--- src/rtl/rtc_bus_arbiter_if.sv ---
// rtl/rtc_bus_arbiter_if.sv - requester and transaction-engine signals of the RTC bus arbiter
// master = requesters plus engine side, slave = the arbiter itself.
interface rtc_bus_arbiter_if;
  logic [2:0] req;
  logic [2:0] wr_req;
  logic [7:0] addr0;
  logic [7:0] addr1;
  logic [7:0] addr2;
  logic [7:0] wdata0;
  logic [7:0] wdata1;
  logic [7:0] wdata2;
  logic       timeout_clr;
  logic [2:0] gnt;
  logic [2:0] done;
  logic       err;
  logic [7:0] rdata;
  logic       timeout;
  logic       eng_start;
  logic       eng_write;
  logic [7:0] eng_addr;
  logic [7:0] eng_wdata;
  logic       eng_done;
  logic [7:0] eng_rdata;

  modport master (
    output req, wr_req, addr0, addr1, addr2, wdata0, wdata1, wdata2, timeout_clr,
    output eng_done, eng_rdata,
    input  gnt, done, err, rdata, timeout,
    input  eng_start, eng_write, eng_addr, eng_wdata
  );

  modport slave (
    input  req, wr_req, addr0, addr1, addr2, wdata0, wdata1, wdata2, timeout_clr,
    input  eng_done, eng_rdata,
    output gnt, done, err, rdata, timeout,
    output eng_start, eng_write, eng_addr, eng_wdata
  );
endinterface

--- src/rtl/rtc_bus_arbiter.sv ---
// rtl/rtc_bus_arbiter.sv - three-way arbiter in front of the RTC parallel-bus transaction engine
// Requester 0 has fixed priority; 1 and 2 alternate. Every output is a register.
module rtc_bus_arbiter #(
  parameter int TIMEOUT_CYCLES = 255,
  parameter int GAP_CYCLES     = 2
) (
  input  logic             clk,
  input  logic             reset,
  rtc_bus_arbiter_if.slave bus
);
  typedef enum logic [1:0] {IDLE, START, WAIT, GAP} state_t;

  localparam logic [8:0] TO_LIMIT = 9'(TIMEOUT_CYCLES);
  localparam logic [3:0] GAP_LAST = (GAP_CYCLES == 0) ? 4'd0 : 4'(GAP_CYCLES - 1);

  state_t     state, state_d;
  logic [1:0] idx, idx_d;
  logic       rr_favor2, rr_favor2_d;
  logic [7:0] wdog, wdog_d;
  logic [3:0] gap_cnt, gap_cnt_d;
  logic [2:0] gnt_q, gnt_d;
  logic [2:0] done_q, done_d;
  logic       err_q, err_d;
  logic [7:0] rdata_q, rdata_d;
  logic       timeout_q, timeout_d;
  logic       start_q, start_d;
  logic       write_q, write_d;
  logic [7:0] addr_q, addr_d;
  logic [7:0] wdata_q, wdata_d;
  logic       have_win;
  logic [1:0] win;
  logic       abort;
  logic       finish;
  logic [8:0] wdog_inc;

  function automatic logic [2:0] onehot(input logic [1:0] i);
    return 3'b001 << i;
  endfunction

  always_comb begin
    state_d     = state;
    idx_d       = idx;
    rr_favor2_d = rr_favor2;
    wdog_d      = wdog;
    gap_cnt_d   = gap_cnt;
    gnt_d       = gnt_q;
    done_d      = 3'b000;
    err_d       = 1'b0;
    rdata_d     = rdata_q;
    start_d     = 1'b0;
    write_d     = write_q;
    addr_d      = addr_q;
    wdata_d     = wdata_q;
    have_win    = 1'b0;
    win         = 2'd0;
    abort       = 1'b0;
    finish      = 1'b0;
    wdog_inc    = {1'b0, wdog} + 9'd1;

    case (state)
      IDLE: begin
        if (bus.req[0]) begin
          have_win = 1'b1;
          win      = 2'd0;
        end else if (bus.req[1] && bus.req[2]) begin
          have_win = 1'b1;
          win      = rr_favor2 ? 2'd2 : 2'd1;
        end else if (bus.req[1]) begin
          have_win = 1'b1;
          win      = 2'd1;
        end else if (bus.req[2]) begin
          have_win = 1'b1;
          win      = 2'd2;
        end
        if (have_win) begin
          idx_d   = win;
          gnt_d   = onehot(win);
          start_d = 1'b1;
          write_d = bus.wr_req[win];
          case (win)
            2'd0:    begin addr_d = bus.addr0; wdata_d = bus.wdata0; end
            2'd1:    begin addr_d = bus.addr1; wdata_d = bus.wdata1; end
            default: begin addr_d = bus.addr2; wdata_d = bus.wdata2; end
          endcase
          // Pointer only moves between the two round-robin requesters.
          if (win == 2'd1) rr_favor2_d = 1'b1;
          if (win == 2'd2) rr_favor2_d = 1'b0;
          state_d = START;
        end
      end
      START: begin
        wdog_d  = 8'd0;
        state_d = WAIT;
      end
      WAIT: begin
        wdog_d = wdog_inc[7:0];
        // A completion on the limit cycle still wins over the abort.
        if (bus.eng_done) begin
          done_d = onehot(idx);
          if (!write_q) rdata_d = bus.eng_rdata;
          gnt_d  = 3'b000;
          finish = 1'b1;
        end else if (wdog_inc == TO_LIMIT) begin
          done_d  = onehot(idx);
          err_d   = 1'b1;
          rdata_d = 8'h00;
          gnt_d   = 3'b000;
          abort   = 1'b1;
          finish  = 1'b1;
        end
        if (finish) begin
          gap_cnt_d = 4'd0;
          state_d   = (GAP_CYCLES == 0) ? IDLE : GAP;
        end
      end
      GAP: begin
        if (gap_cnt == GAP_LAST) state_d = IDLE;
        else                     gap_cnt_d = gap_cnt + 4'd1;
      end
      default: state_d = IDLE;
    endcase

    if (abort)                timeout_d = 1'b1;
    else if (bus.timeout_clr) timeout_d = 1'b0;
    else                      timeout_d = timeout_q;
  end

  always_ff @(posedge clk) begin
    if (reset) begin
      state     <= IDLE;
      idx       <= 2'd0;
      rr_favor2 <= 1'b0;
      wdog      <= 8'd0;
      gap_cnt   <= 4'd0;
      gnt_q     <= 3'b000;
      done_q    <= 3'b000;
      err_q     <= 1'b0;
      rdata_q   <= 8'h00;
      timeout_q <= 1'b0;
      start_q   <= 1'b0;
      write_q   <= 1'b0;
      addr_q    <= 8'h00;
      wdata_q   <= 8'h00;
    end else begin
      state     <= state_d;
      idx       <= idx_d;
      rr_favor2 <= rr_favor2_d;
      wdog      <= wdog_d;
      gap_cnt   <= gap_cnt_d;
      gnt_q     <= gnt_d;
      done_q    <= done_d;
      err_q     <= err_d;
      rdata_q   <= rdata_d;
      timeout_q <= timeout_d;
      start_q   <= start_d;
      write_q   <= write_d;
      addr_q    <= addr_d;
      wdata_q   <= wdata_d;
    end
  end

  assign bus.gnt       = gnt_q;
  assign bus.done      = done_q;
  assign bus.err       = err_q;
  assign bus.rdata     = rdata_q;
  assign bus.timeout   = timeout_q;
  assign bus.eng_start = start_q;
  assign bus.eng_write = write_q;
  assign bus.eng_addr  = addr_q;
  assign bus.eng_wdata = wdata_q;
endmodule

--- src/flat_wrapper.sv ---
// flat-port wrapper written by rule: the top's interface ports become plain ports
module rtc_bus_arbiter_flat 
#(
  parameter int TIMEOUT_CYCLES = 255,
  parameter int GAP_CYCLES     = 2
)
  (clk, reset, bus_req, bus_wr_req, bus_addr0, bus_addr1, bus_addr2, bus_wdata0, bus_wdata1, bus_wdata2, bus_timeout_clr, bus_eng_done, bus_eng_rdata, bus_gnt, bus_done, bus_err, bus_rdata, bus_timeout, bus_eng_start, bus_eng_write, bus_eng_addr, bus_eng_wdata);
  rtc_bus_arbiter_if bus_i ();
  input  logic clk;
  input  logic reset;
  input wire logic [$bits(bus_i.req)-1:0] bus_req;
  input wire logic [$bits(bus_i.wr_req)-1:0] bus_wr_req;
  input wire logic [$bits(bus_i.addr0)-1:0] bus_addr0;
  input wire logic [$bits(bus_i.addr1)-1:0] bus_addr1;
  input wire logic [$bits(bus_i.addr2)-1:0] bus_addr2;
  input wire logic [$bits(bus_i.wdata0)-1:0] bus_wdata0;
  input wire logic [$bits(bus_i.wdata1)-1:0] bus_wdata1;
  input wire logic [$bits(bus_i.wdata2)-1:0] bus_wdata2;
  input wire logic [$bits(bus_i.timeout_clr)-1:0] bus_timeout_clr;
  input wire logic [$bits(bus_i.eng_done)-1:0] bus_eng_done;
  input wire logic [$bits(bus_i.eng_rdata)-1:0] bus_eng_rdata;
  output wire logic [$bits(bus_i.gnt)-1:0] bus_gnt;
  output wire logic [$bits(bus_i.done)-1:0] bus_done;
  output wire logic [$bits(bus_i.err)-1:0] bus_err;
  output wire logic [$bits(bus_i.rdata)-1:0] bus_rdata;
  output wire logic [$bits(bus_i.timeout)-1:0] bus_timeout;
  output wire logic [$bits(bus_i.eng_start)-1:0] bus_eng_start;
  output wire logic [$bits(bus_i.eng_write)-1:0] bus_eng_write;
  output wire logic [$bits(bus_i.eng_addr)-1:0] bus_eng_addr;
  output wire logic [$bits(bus_i.eng_wdata)-1:0] bus_eng_wdata;
  assign bus_i.req = bus_req;
  assign bus_i.wr_req = bus_wr_req;
  assign bus_i.addr0 = bus_addr0;
  assign bus_i.addr1 = bus_addr1;
  assign bus_i.addr2 = bus_addr2;
  assign bus_i.wdata0 = bus_wdata0;
  assign bus_i.wdata1 = bus_wdata1;
  assign bus_i.wdata2 = bus_wdata2;
  assign bus_i.timeout_clr = bus_timeout_clr;
  assign bus_i.eng_done = bus_eng_done;
  assign bus_i.eng_rdata = bus_eng_rdata;
  assign bus_gnt = bus_i.gnt;
  assign bus_done = bus_i.done;
  assign bus_err = bus_i.err;
  assign bus_rdata = bus_i.rdata;
  assign bus_timeout = bus_i.timeout;
  assign bus_eng_start = bus_i.eng_start;
  assign bus_eng_write = bus_i.eng_write;
  assign bus_eng_addr = bus_i.eng_addr;
  assign bus_eng_wdata = bus_i.eng_wdata;
  rtc_bus_arbiter #(.TIMEOUT_CYCLES(TIMEOUT_CYCLES), .GAP_CYCLES(GAP_CYCLES)) u_core (.clk(clk), .reset(reset), .bus(bus_i));
endmodule
--- config.mk ---
export PLATFORM = sky130hd
export DESIGN_NAME = rtc_bus_arbiter_flat
export DESIGN_NICKNAME = d
export VERILOG_FILES = /design/src/rtl/rtc_bus_arbiter_if.sv /design/src/rtl/rtc_bus_arbiter.sv /design/src/flat_wrapper.sv
export SDC_FILE = /design/constraint.sdc
export NUM_CORES = 1
export LEC_CHECK = 0
export CAP_MARGIN = 20
export CORE_MARGIN = 2
export CORE_UTILIZATION = 40
export CTS_BUF_LIST = sky130_fd_sc_hd__clkbuf_4 sky130_fd_sc_hd__clkbuf_8
export DETAILED_ROUTE_END_ITERATION = 6
export DONT_BUFFER_PORTS = 1
export PLACE_DENSITY = 0.62
export SYNTH_ARGS = -nofsm -noshare
export SYNTH_HDL_FRONTEND = slang
export SYNTH_SLANG_ARGS = --single-unit
--- constraint.sdc ---
create_clock -name clk -period 4.7 [get_ports clk]
set_input_delay 0.705 -clock clk [delete_from_list [all_inputs] [get_ports clk]]
set_output_delay 0.705 -clock clk [all_outputs]
set_load 0.005 [all_outputs]
==> summary.txt, run 1 <==
Crit path max-delay cell type: nor2_1
Outcome: finished, final reports clean
CP Launch Type: input pin
GRT overflow: 0
Tcrit/Tclk final: 0.580
Top post-synthesis cells by area: dfxtp_1, nand2_1, a311oi_1
Initial core utilization: 0.409
Gr usage total: 0.167
Endpoints failing hold: 0
Hold Path Depth: 1
CP Class: input pin to flop
Row Count: 29
Post CTS Setup Buffer Count: 0
Lkg Pwr: 0.964 nW
Slew headroom: 0.335
Latest clock arrival within the worst-skew pair: 0.30 ns
Crit path cell chain: inv_1 > a211oi_2 > inv_1 > ha_1 > nor2_1 > nand2_1 > a311oi_1
Post-DRT Antenna Nets: 0
Share of the synthesized area in the top cell type: 0.400
Area Growth Syn to Fin: 5.00%
DIE AREA: 0.00703 mm²
Worst Path Buf+Inv: 2
Mapped cell area: 0.00255 mm²
Peak Freq: 0.367 GHz
Placer congestion estimate: 0.767
Clock root buffer: clkbuf_8
RR Endpoint: u_core.bus.eng_addr[7]
Crit path largest cell delay: 0.86 ns
Worst R2R Start: u_core.rr_favor2
Max Clock Skew: 0.0118 ns
Final min period: 2.72 ns
First-pass GRT wire length: 9.65 mm
Post-DR wirelength/cell: 16.1 µm
HPWL after DPL: 4.21 mm
Post-synthesis net count: 381
CTS buffer count: 5
Diodes inserted: 0
Synth cell count leaders: dfxtp_1, nand2_1, nor2_1
Post-CTS sizing: 0
Max-Cap Viols: 0
Vias in the first global route: 1991
HP Class: input pin to flop
Setup TNS: 0 ns
Crit-path most repeated cell: inv_1
Core Region: 0.00624 mm²
First-pass DRT Iterations: 4
Initial DRC count: 115
Max VDD drop: 0.246 mV
Crit end category: flop
Critical path origin: bus_req[1]
Primary FF master, synth: dfxtp_1
R2R setup slack: 2.08 ns
Number of flops mapped to enable cells by yosys: 0
Cell with the most instances after synthesis: dfxtp_1
H-tree Lvls: 2
Worst Tran Pin Value: 0.994 ns
Drt total wl: 6.00 mm
Die W: 83.9 µm
RSZ-0062 raised after global routing: false
Die Y-Extent: 83.9 µm
CTS Buffer Depth: 2
P per Cell Area: 489 mW/mm²
Fin util: 0.429
Vias/cell: 5.92
Syn. warnings: 0
CP Data Arrival Time: 2.93 ns
# IOs: 100
Largest net degree at the start of global routing: 42
Ratio of cells with drive above 1 in the final layout: 0.0676
Post-CTS Hold Buffers: 0
Vias post-DR: 2207
Min-Delay Startpoint: reset
Max Slew Vio Count: 0
# nets final: 371
Max Fanout on Critical Path: 18
Initial antenna violation count: 0
Cells after synthesis: 305
CTS tree: yes
Sequential area share after synthesis: 0.400
Mean area per synthesized cell: 8.36 µm²
Final setup violating endpoints: 0
Area leader, netlist: dfxtp_1
Hold path endpoint: u_core.wdog[7]
Post-synth cell types: 43
# clock sinks: 51
Ys async rst share: 0
PortBufs: 0
FF-to-FF path depth: 6
Delay-heaviest family, CP: simple AND/OR/NAND/NOR gates
Synthesis-stage register bit count: 51
DRC Markers: 0
Clock transition at path regs: 0.09 ns
CP required: 4.90 ns
state kept, by name, indices dropped and copies added (netlist names):
register,cells
u_core.bus.eng_addr,8
u_core.bus.eng_wdata,8
u_core.bus.rdata,8
u_core.wdog,8
u_core.gap_cnt,4
u_core.bus.done,3
u_core.bus.gnt,3
u_core.idx,2
u_core.state,2
u_core.bus.eng_start,1
u_core.bus.eng_write,1
u_core.bus.err,1
u_core.bus.timeout,1
u_core.rr_favor2,1
per-stage QoR:
step / cell area, µm² / hold slack (ns) / std cells / setup slack [ns] / total power, mW
after detailed placement: 2590 / 0.475 / 365 / 1.65 / 1.07
after floorplan: 2550 / 0.447 / 305 / 2.21 / 0.969
after global routing: 2680 / 0.451 / 373 / 1.69 / 1.42
after global placement: 2590 / 0.471 / 365 / 1.74 / 1.06
final: 2680 / 0.471 / 373 / 1.98 / 1.31
after CTS: 2680 / 0.455 / 373 / 1.98 / 1.32
cell usage in the layout, fill, tap and decap left out, types with 2 or more instances in the layout:
| cell | n |
|---|---|
| a21o_1 | 2 |
| a21oi_1 | 14 |
| a22oi_1 | 17 |
| a311oi_1 | 17 |
| a32oi_1 | 9 |
| and3_1 | 2 |
| clkbuf_8 | 5 |
| dfxtp_1 | 51 |
| ha_1 | 10 |
| inv_1 | 23 |
| mux2i_1 | 5 |
| nand2_1 | 42 |
| nand2b_1 | 2 |
| nand3_1 | 3 |
| nand3b_1 | 3 |
| nand4_1 | 2 |
| nand4b_1 | 2 |
| nor2_1 | 33 |
| nor3_1 | 9 |
| nor3b_2 | 2 |
| nor4_1 | 2 |
| o21a_1 | 2 |
| o21ai_0 | 9 |
| o41ai_1 | 8 |
routing by layer:
layer	GRT usage	share of wire	wire length [µm]	vias to the layer above
li1	-	-	-	1092
met1	0.219	0.44	2640	1050
met2	0.271	0.49	2940	63
met3	0.0504	0.063	380	2
met4	0.0411	0.0060	36	0
met5	0	0	0	-
worst max path at each step:
stage               slack (ns)                       to  depth (start not counted)
floorplan                 2.21   u_core.bus.eng_addr[6]                          9
global placement          1.74   u_core.bus.eng_addr[3]                          7
detailed placement        1.65   u_core.bus.eng_addr[3]                          7
CTS                       1.98   u_core.bus.eng_addr[3]                          7
global route              1.69  u_core.bus.eng_wdata[2]                          7
finish                    1.98   u_core.bus.eng_addr[7]                          7
cell families after synthesis:
family                     share of synthesized area
AOI/OAI and AO/OA                              0.270
adders and majority gates                     0.0490
buffers and inverters                         0.0603
DFF                                            0.400
muxes                                         0.0196
and+or+nand+nor                                0.201
worst reg2reg max path, stage by stage, from the launching register on:
cell      delay (ns)
dfxtp_1         0.34
a211oi_2        0.34
inv_1           0.12
ha_1            0.45
nor2_1          0.86
nand2_1         0.13
a311oi_1        0.29
final cells by class:
| cell class | count | area (µm²) |
|---|---|---|
| Clock buffer | 6 | 76.3 |
| Clock inverter | 2 | 12.5 |
| Sequential cell | 51 | 1020 |
| Fill cell | 632 | 3560 |
| Inverter | 23 | 86.3 |
| Timing Repair Buffer | 1 | 7.51 |
| Tap cell | 77 | 96.3 |
| Multi-Input combinational cell | 213 | 1380 |
report_power, final:
group | internal, mW | switching (mW)
logic | 0.163 | 0.283
registers | 0.528 | 0.0806
clock network | 0.110 | 0.145
(Power assumes the default switching activity.)
==> inputs of run 2 (changes only) <==
==> constraint.sdc (replaced) <==
create_clock -name clk -period 2.8 [get_ports clk]
set_input_delay 0.42 -clock clk [delete_from_list [all_inputs] [get_ports clk]]
set_output_delay 0.42 -clock clk [all_outputs]
set_load 0.005 [all_outputs]
==> summary.txt, run 2 (synthesized netlist as in run 1, its figures left out) <==
HP Class: input pin to flop
Crit path cell chain: o211ai_1 > ha_1 > nor2_1 > buf_4 > nand2_1 > a311oi_1
Drt total wl: 6.06 mm (+0.97%)
Crit end category: flop
Non-Filler Instances: 377 (+1.1%)
Outcome: finished, final reports clean
# IOs: 100 (unchanged)
Worst Path Buf+Inv: 1 (-1)
Most frequent cells in the layout: dfxtp_1, nand2_1, nor2_1
CP Class: flop to flop
Min setup slack post-route: 0.668 ns (-1.31 ns)
DIE AREA: 0.00703 mm² (unchanged)
Global routing's busiest layer: met2
Initial core utilization: 0.409 (unchanged)
Max Fanout on Critical Path: 18 (unchanged)
Met1 Use GR: 0.219 (about the same)
H-tree Lvls: 2 (unchanged)
Worst slack at placement: 0.586 ns (-1.06 ns)
Tcrit/Tclk final: 0.762
GR Layer Usage met2: 0.284 (+0.0138)
Lkg Pwr: 0.981 nW (+1.7%)
Largest net degree at the start of global routing: 42 (unchanged)
# clock sinks: 51 (unchanged)
Post-DR wirelength/cell: 16.1 µm (-0.10%)
Die W: 83.9 µm (unchanged)
Core Region: 0.00624 mm² (unchanged)
Vias in the first global route: 2114 (+6.2%)
First-pass DRT Iterations: 6 (+2)
Worst hold margin: 0.173 ns (-0.298 ns)
CP required: 2.98 ns (-1.92 ns)
P per Cell Area: 817 mW/mm² (+67%)
Die Y-Extent: 83.9 µm (unchanged)
Initial DRC count: 91 (-21%)
Worst Tran Pin Value: 0.716 ns (-0.278 ns)
First-pass GRT wire length: 10.1 mm (+4.5%)
Max-Cap Viols: 0 (unchanged)
CTS buffer count: 5 (unchanged)
Post-DRT Antenna Nets: 0 (unchanged)
PortBufs: 0 (unchanged)
Initial antenna violation count: 0 (unchanged)
Crit path max-delay cell type: ha_1
GRT overflow: 0 (unchanged)
Peak Freq: 0.469 GHz
DRC Markers: 0 (unchanged)
Post-CTS sizing: 0 (unchanged)
Crit path largest cell delay: 0.72 ns (-0.14 ns)
CP Data Arrival Time: 2.31 ns (-0.62 ns)
Met3 Usage GRT: 0.0534 (+0.00297)
Setup TNS: 0 ns (unchanged)
CP Launch Type: flop
CTS Buffer Depth: 2 (unchanged)
Endpoints failing hold: 0 (unchanged)
# nets final: 375 (+1.1%)
Placed cells: 369 (+1.1%)
CTS tree: yes
Vias/cell: 5.78 (-2.3%)
Row Count: 29 (unchanged)
Commonest non-fill, non-tap cell in the layout: dfxtp_1
Delay-heaviest family, CP: adder cells
Max Slew Vio Count: 0 (unchanged)
Fin util: 0.435 (+0.00541)
Ratio of cells with drive above 1 in the final layout: 0.0800 (+0.0124)
Placer congestion estimate: 0.808 (+5.3%)
Clock transition at path regs: 0.10 ns (about the same)
Latest clock arrival within the worst-skew pair: 0.31 ns (about the same)
HPWL after DPL: 4.21 mm (about the same)
Vias post-DR: 2179 (-1.3%)
Max VDD drop: 0.366 mV (+49%)
Max Clock Skew: 0.00610 ns (-0.00575 ns)
Final setup violating endpoints: 0 (unchanged)
RSZ-0062 raised after global routing: false
Gr usage total: 0.173 (+0.00601)
Slew headroom: 0.522 (+0.188)
Post CTS Setup Buffer Count: 0 (unchanged)
Area Growth Syn to Fin: 6.33%
Post-CTS Hold Buffers: 0 (unchanged)
Final min period: 2.13 ns
Diodes inserted: 0 (unchanged)
Clock root buffer: clkbuf_8
[run 2: changes by cell type in the layout (fill, tap and decap cells not counted), sizes merged]
cell and change:
buf +4, clkbuf -1, clkinv -1, clkinvlp +1, inv +1
[run 2: final timing paths]
kind	start	end	slack (ns)	cells past startpoint
worst max-delay path	u_core.rr_favor2	u_core.bus.eng_wdata[3]	0.67	6
worst min register to register	u_core.idx[0]	u_core.bus.done[2]	0.49	1
worst max register to register	u_core.rr_favor2	u_core.bus.eng_wdata[3]	0.67	6
worst min-delay path	reset	u_core.wdog[1]	0.17	1
[run 2: metal layers]
metal	part of all wire	wire, µm
met3	0.058	352
met5	0	0
met4	0.0081	49
met2	0.48	2890
met1	0.46	2770
[run 2: power by group]
group | leakage [nW] | switching (mW) | internal [mW]
Combinational | 0.523 | 0.474 | 0.281
Clock | 0.0408 | 0.258 | 0.179
Sequential | 0.417 | 0.138 | 0.887
Total | 0.981 | 0.870 | 1.35
[run 2: layout make-up]
cell class,instances,area [µm²]
multi-input combinational,213,1380
fill,661,3530
sequential,51,1020
clock inverter,3,23.8
inverter,23,86.3
clock buffer,5,68.8
tap,77,96.3
timing repair buffer,5,37.5
[run 2: per-stage QoR]
step | total power, mW | instance area, µm²
floorplan | 1.63 | 2550
global placement | 1.79 | 2620
detailed placement | 1.80 | 2620
CTS | 2.24 | 2710
global route | 2.41 | 2710
finish | 2.22 | 2710
==> inputs of run 3 (changes only) <==
--- a/config.mk
+++ b/config.mk
@@ -11,7 +11,7 @@
 export CTS_BUF_LIST = sky130_fd_sc_hd__clkbuf_4 sky130_fd_sc_hd__clkbuf_8
 export DETAILED_ROUTE_END_ITERATION = 6
 export DONT_BUFFER_PORTS = 1
-export PLACE_DENSITY = 0.62
+export PLACE_DENSITY = 0.64
 export SYNTH_ARGS = -nofsm -noshare
 export SYNTH_HDL_FRONTEND = slang
 export SYNTH_SLANG_ARGS = --single-unit
==> constraint.sdc (replaced) <==
create_clock -name clk -period 1.9 [get_ports clk]
set_input_delay 0.285 -clock clk [delete_from_list [all_inputs] [get_ports clk]]
set_output_delay 0.285 -clock clk [all_outputs]
set_load 0.005 [all_outputs]
==> summary.txt, run 3 (synthesized netlist as in run 1, its figures left out) <==
CTS tree: yes
Clock root buffer: clkbuf_8
H-tree Lvls: 2 (unchanged)
Worst R2R Start: u_core.wdog[0]
Vias post-DR: 2297 (+5.4%)
Vias/cell: 5.87 (+1.6%)
Worst Tran Pin Value: 0.730 ns (+0.0134 ns)
Largest net degree at the start of global routing: 42 (unchanged)
Crit end category: flop
Latest clock arrival within the worst-skew pair: 0.31 ns (about the same)
Outcome: finished, final reports clean
CP Launch Type: flop
Fin util: 0.479 (+0.0441)
HP Class: input pin to flop
Total Power: 3.77 mW (+70%)
Most frequent cells in the layout: dfxtp_1, nand2_1, nor2_1
Max Clock Skew: 0.00571 ns (-0.000398 ns)
CP required: 2.14 ns (-0.84 ns)
Post-CTS sizing: 0 (unchanged)
Endpoints failing hold: 0 (unchanged)
Clock transition at path regs: 0.10 ns (about the same)
# IOs: 100 (unchanged)
Final min period: 1.79 ns (-0.345 ns)
Area Growth Syn to Fin: 17.1%
GRT overflow: 0 (unchanged)
First-pass GRT wire length: 10.0 mm (-0.74%)
DRC Markers: 0 (unchanged)
Diodes inserted: 0 (unchanged)
DIE AREA: 0.00703 mm² (unchanged)
Drt total wl: 6.37 mm (+5.1%)
Max VDD drop: 0.554 mV (+51%)
Critical path origin: u_core.wdog[0]
Placer congestion estimate: 0.857 (+6.0%)
Die W: 83.9 µm (unchanged)
CP Data Arrival Time: 2.03 ns (-0.28 ns)
R2R setup slack: 0.11 ns (-0.55 ns)
CTS buffer count: 5 (unchanged)
Hold Path Depth: 1 (unchanged)
CP endpoint: u_core.bus.done[2]
Post-DR wirelength/cell: 16.3 µm (+1.3%)
Max-Cap Viols: 0 (unchanged)
Post CTS Setup Buffer Count: 0 (unchanged)
PortBufs: 0 (unchanged)
Max Slew Vio Count: 0 (unchanged)
Post-DRT Antenna Nets: 0 (unchanged)
CP Class: flop to flop
Initial core utilization: 0.409 (unchanged)
Peak Freq: 0.560 GHz (+19%)
HPWL after DPL: 4.43 mm (+5.4%)
First-pass DRT Iterations: 4 (-2)
# nets final: 389 (+3.7%)
Slew headroom: 0.512 (-0.0107)
CTS Buffer Depth: 2 (unchanged)
P per Cell Area: 1260 mW/mm² (+54%)
Setup TNS: 0 ns (unchanged)
RR Endpoint: u_core.bus.done[2]
Row Count: 29 (unchanged)
Initial DRC count: 141 (+55%)
Core Region: 0.00624 mm² (unchanged)
Die Y-Extent: 83.9 µm (unchanged)
Gr usage total: 0.173 (-0.000435)
Fillers: 617 (-6.7%)
Tcrit/Tclk final: 0.940 (+0.179)
Lkg Pwr: 1.12 nW (+14%)
Post-CTS Hold Buffers: 0 (unchanged)
Vias in the first global route: 2122 (+0.38%)
# clock sinks: 51 (unchanged)
Commonest non-fill, non-tap cell in the layout: dfxtp_1
Initial antenna violation count: 0 (unchanged)
FF-to-FF path depth: 6 (unchanged)
Max Fanout on Critical Path: 7 (-11)
Ratio of cells with drive above 1 in the final layout: 0.178 (+0.0983)
Final setup violating endpoints: 0 (unchanged)
## run 3: cell count changes in the layout (fill, tap and decap cells not counted), sizes merged
| cell | before | now |
|---|---|---|
| buf | 5 | 18 |
| clkinvlp | 2 | 0 |
| bufinv | 0 | 2 |
| o221ai | 1 | 2 |
## run 3: worst min-delay path by stage
stage / to / from / slack (ns)
floorplan: u_core.bus.err / bus_eng_done / 0.38
global placement: u_core.wdog[2] / reset / 0.36
detailed placement: u_core.wdog[2] / reset / 0.36
CTS: u_core.idx[0] / reset / 0.02
global route: u_core.wdog[1] / reset / 0.02
finish: u_core.wdog[1] / reset / 0.03
## run 3: through the flow
step | cell area [µm²] | instances | hold WS [ns] | setup slack [ns]
after floorplan | 2550 | 305 | 0.377 | 0.0133
after global placement | 2730 | 382 | 0.361 | 0.0698
after detailed placement | 2730 | 382 | 0.363 | 0.0317
after CTS | 2870 | 390 | 0.0234 | 0.0161
after global routing | 2990 | 391 | 0.0163 | -0.00644
final | 2990 | 391 | 0.0344 | 0.113
## run 3: where the power goes
part | internal [mW] | total, mW | leakage [nW] | switching [mW]
clock | 0.535 | 0.929 | 0.0703 | 0.394
sequential | 1.31 | 1.50 | 0.418 | 0.197
combinational | 0.547 | 1.33 | 0.634 | 0.784
## run 3: final cells by class
type	count	area (µm²)	share of cell area
clock inverter	3	71.3	0.0239
clock buffer	5	68.8	0.0230
multi-input combinational	214	1490	0.499
timing repair buffer	18	148	0.0494
tap	77	96.3	0.0322
sequential	51	1030	0.343
inverter	23	86.3	0.0289
## run 3: critical path: stages, from the launching register on
cell and delay, ns:
dfxtp_4 0.39, ha_1 0.16, and3_1 0.24, mux2i_4 0.30, o221ai_4 0.19, a21o_4 0.28, nor3b_2 0.15
## run 3: routing by layer
layer,share of wire,vias up,global-route usage,routed length (µm)
met5,0,-,0,0
met4,0.010,0,0.0528,65
met3,0.069,6,0.0465,438
met2,0.47,82,0.278,2990
met1,0.45,1068,0.227,2870
li1,-,1141,-,-
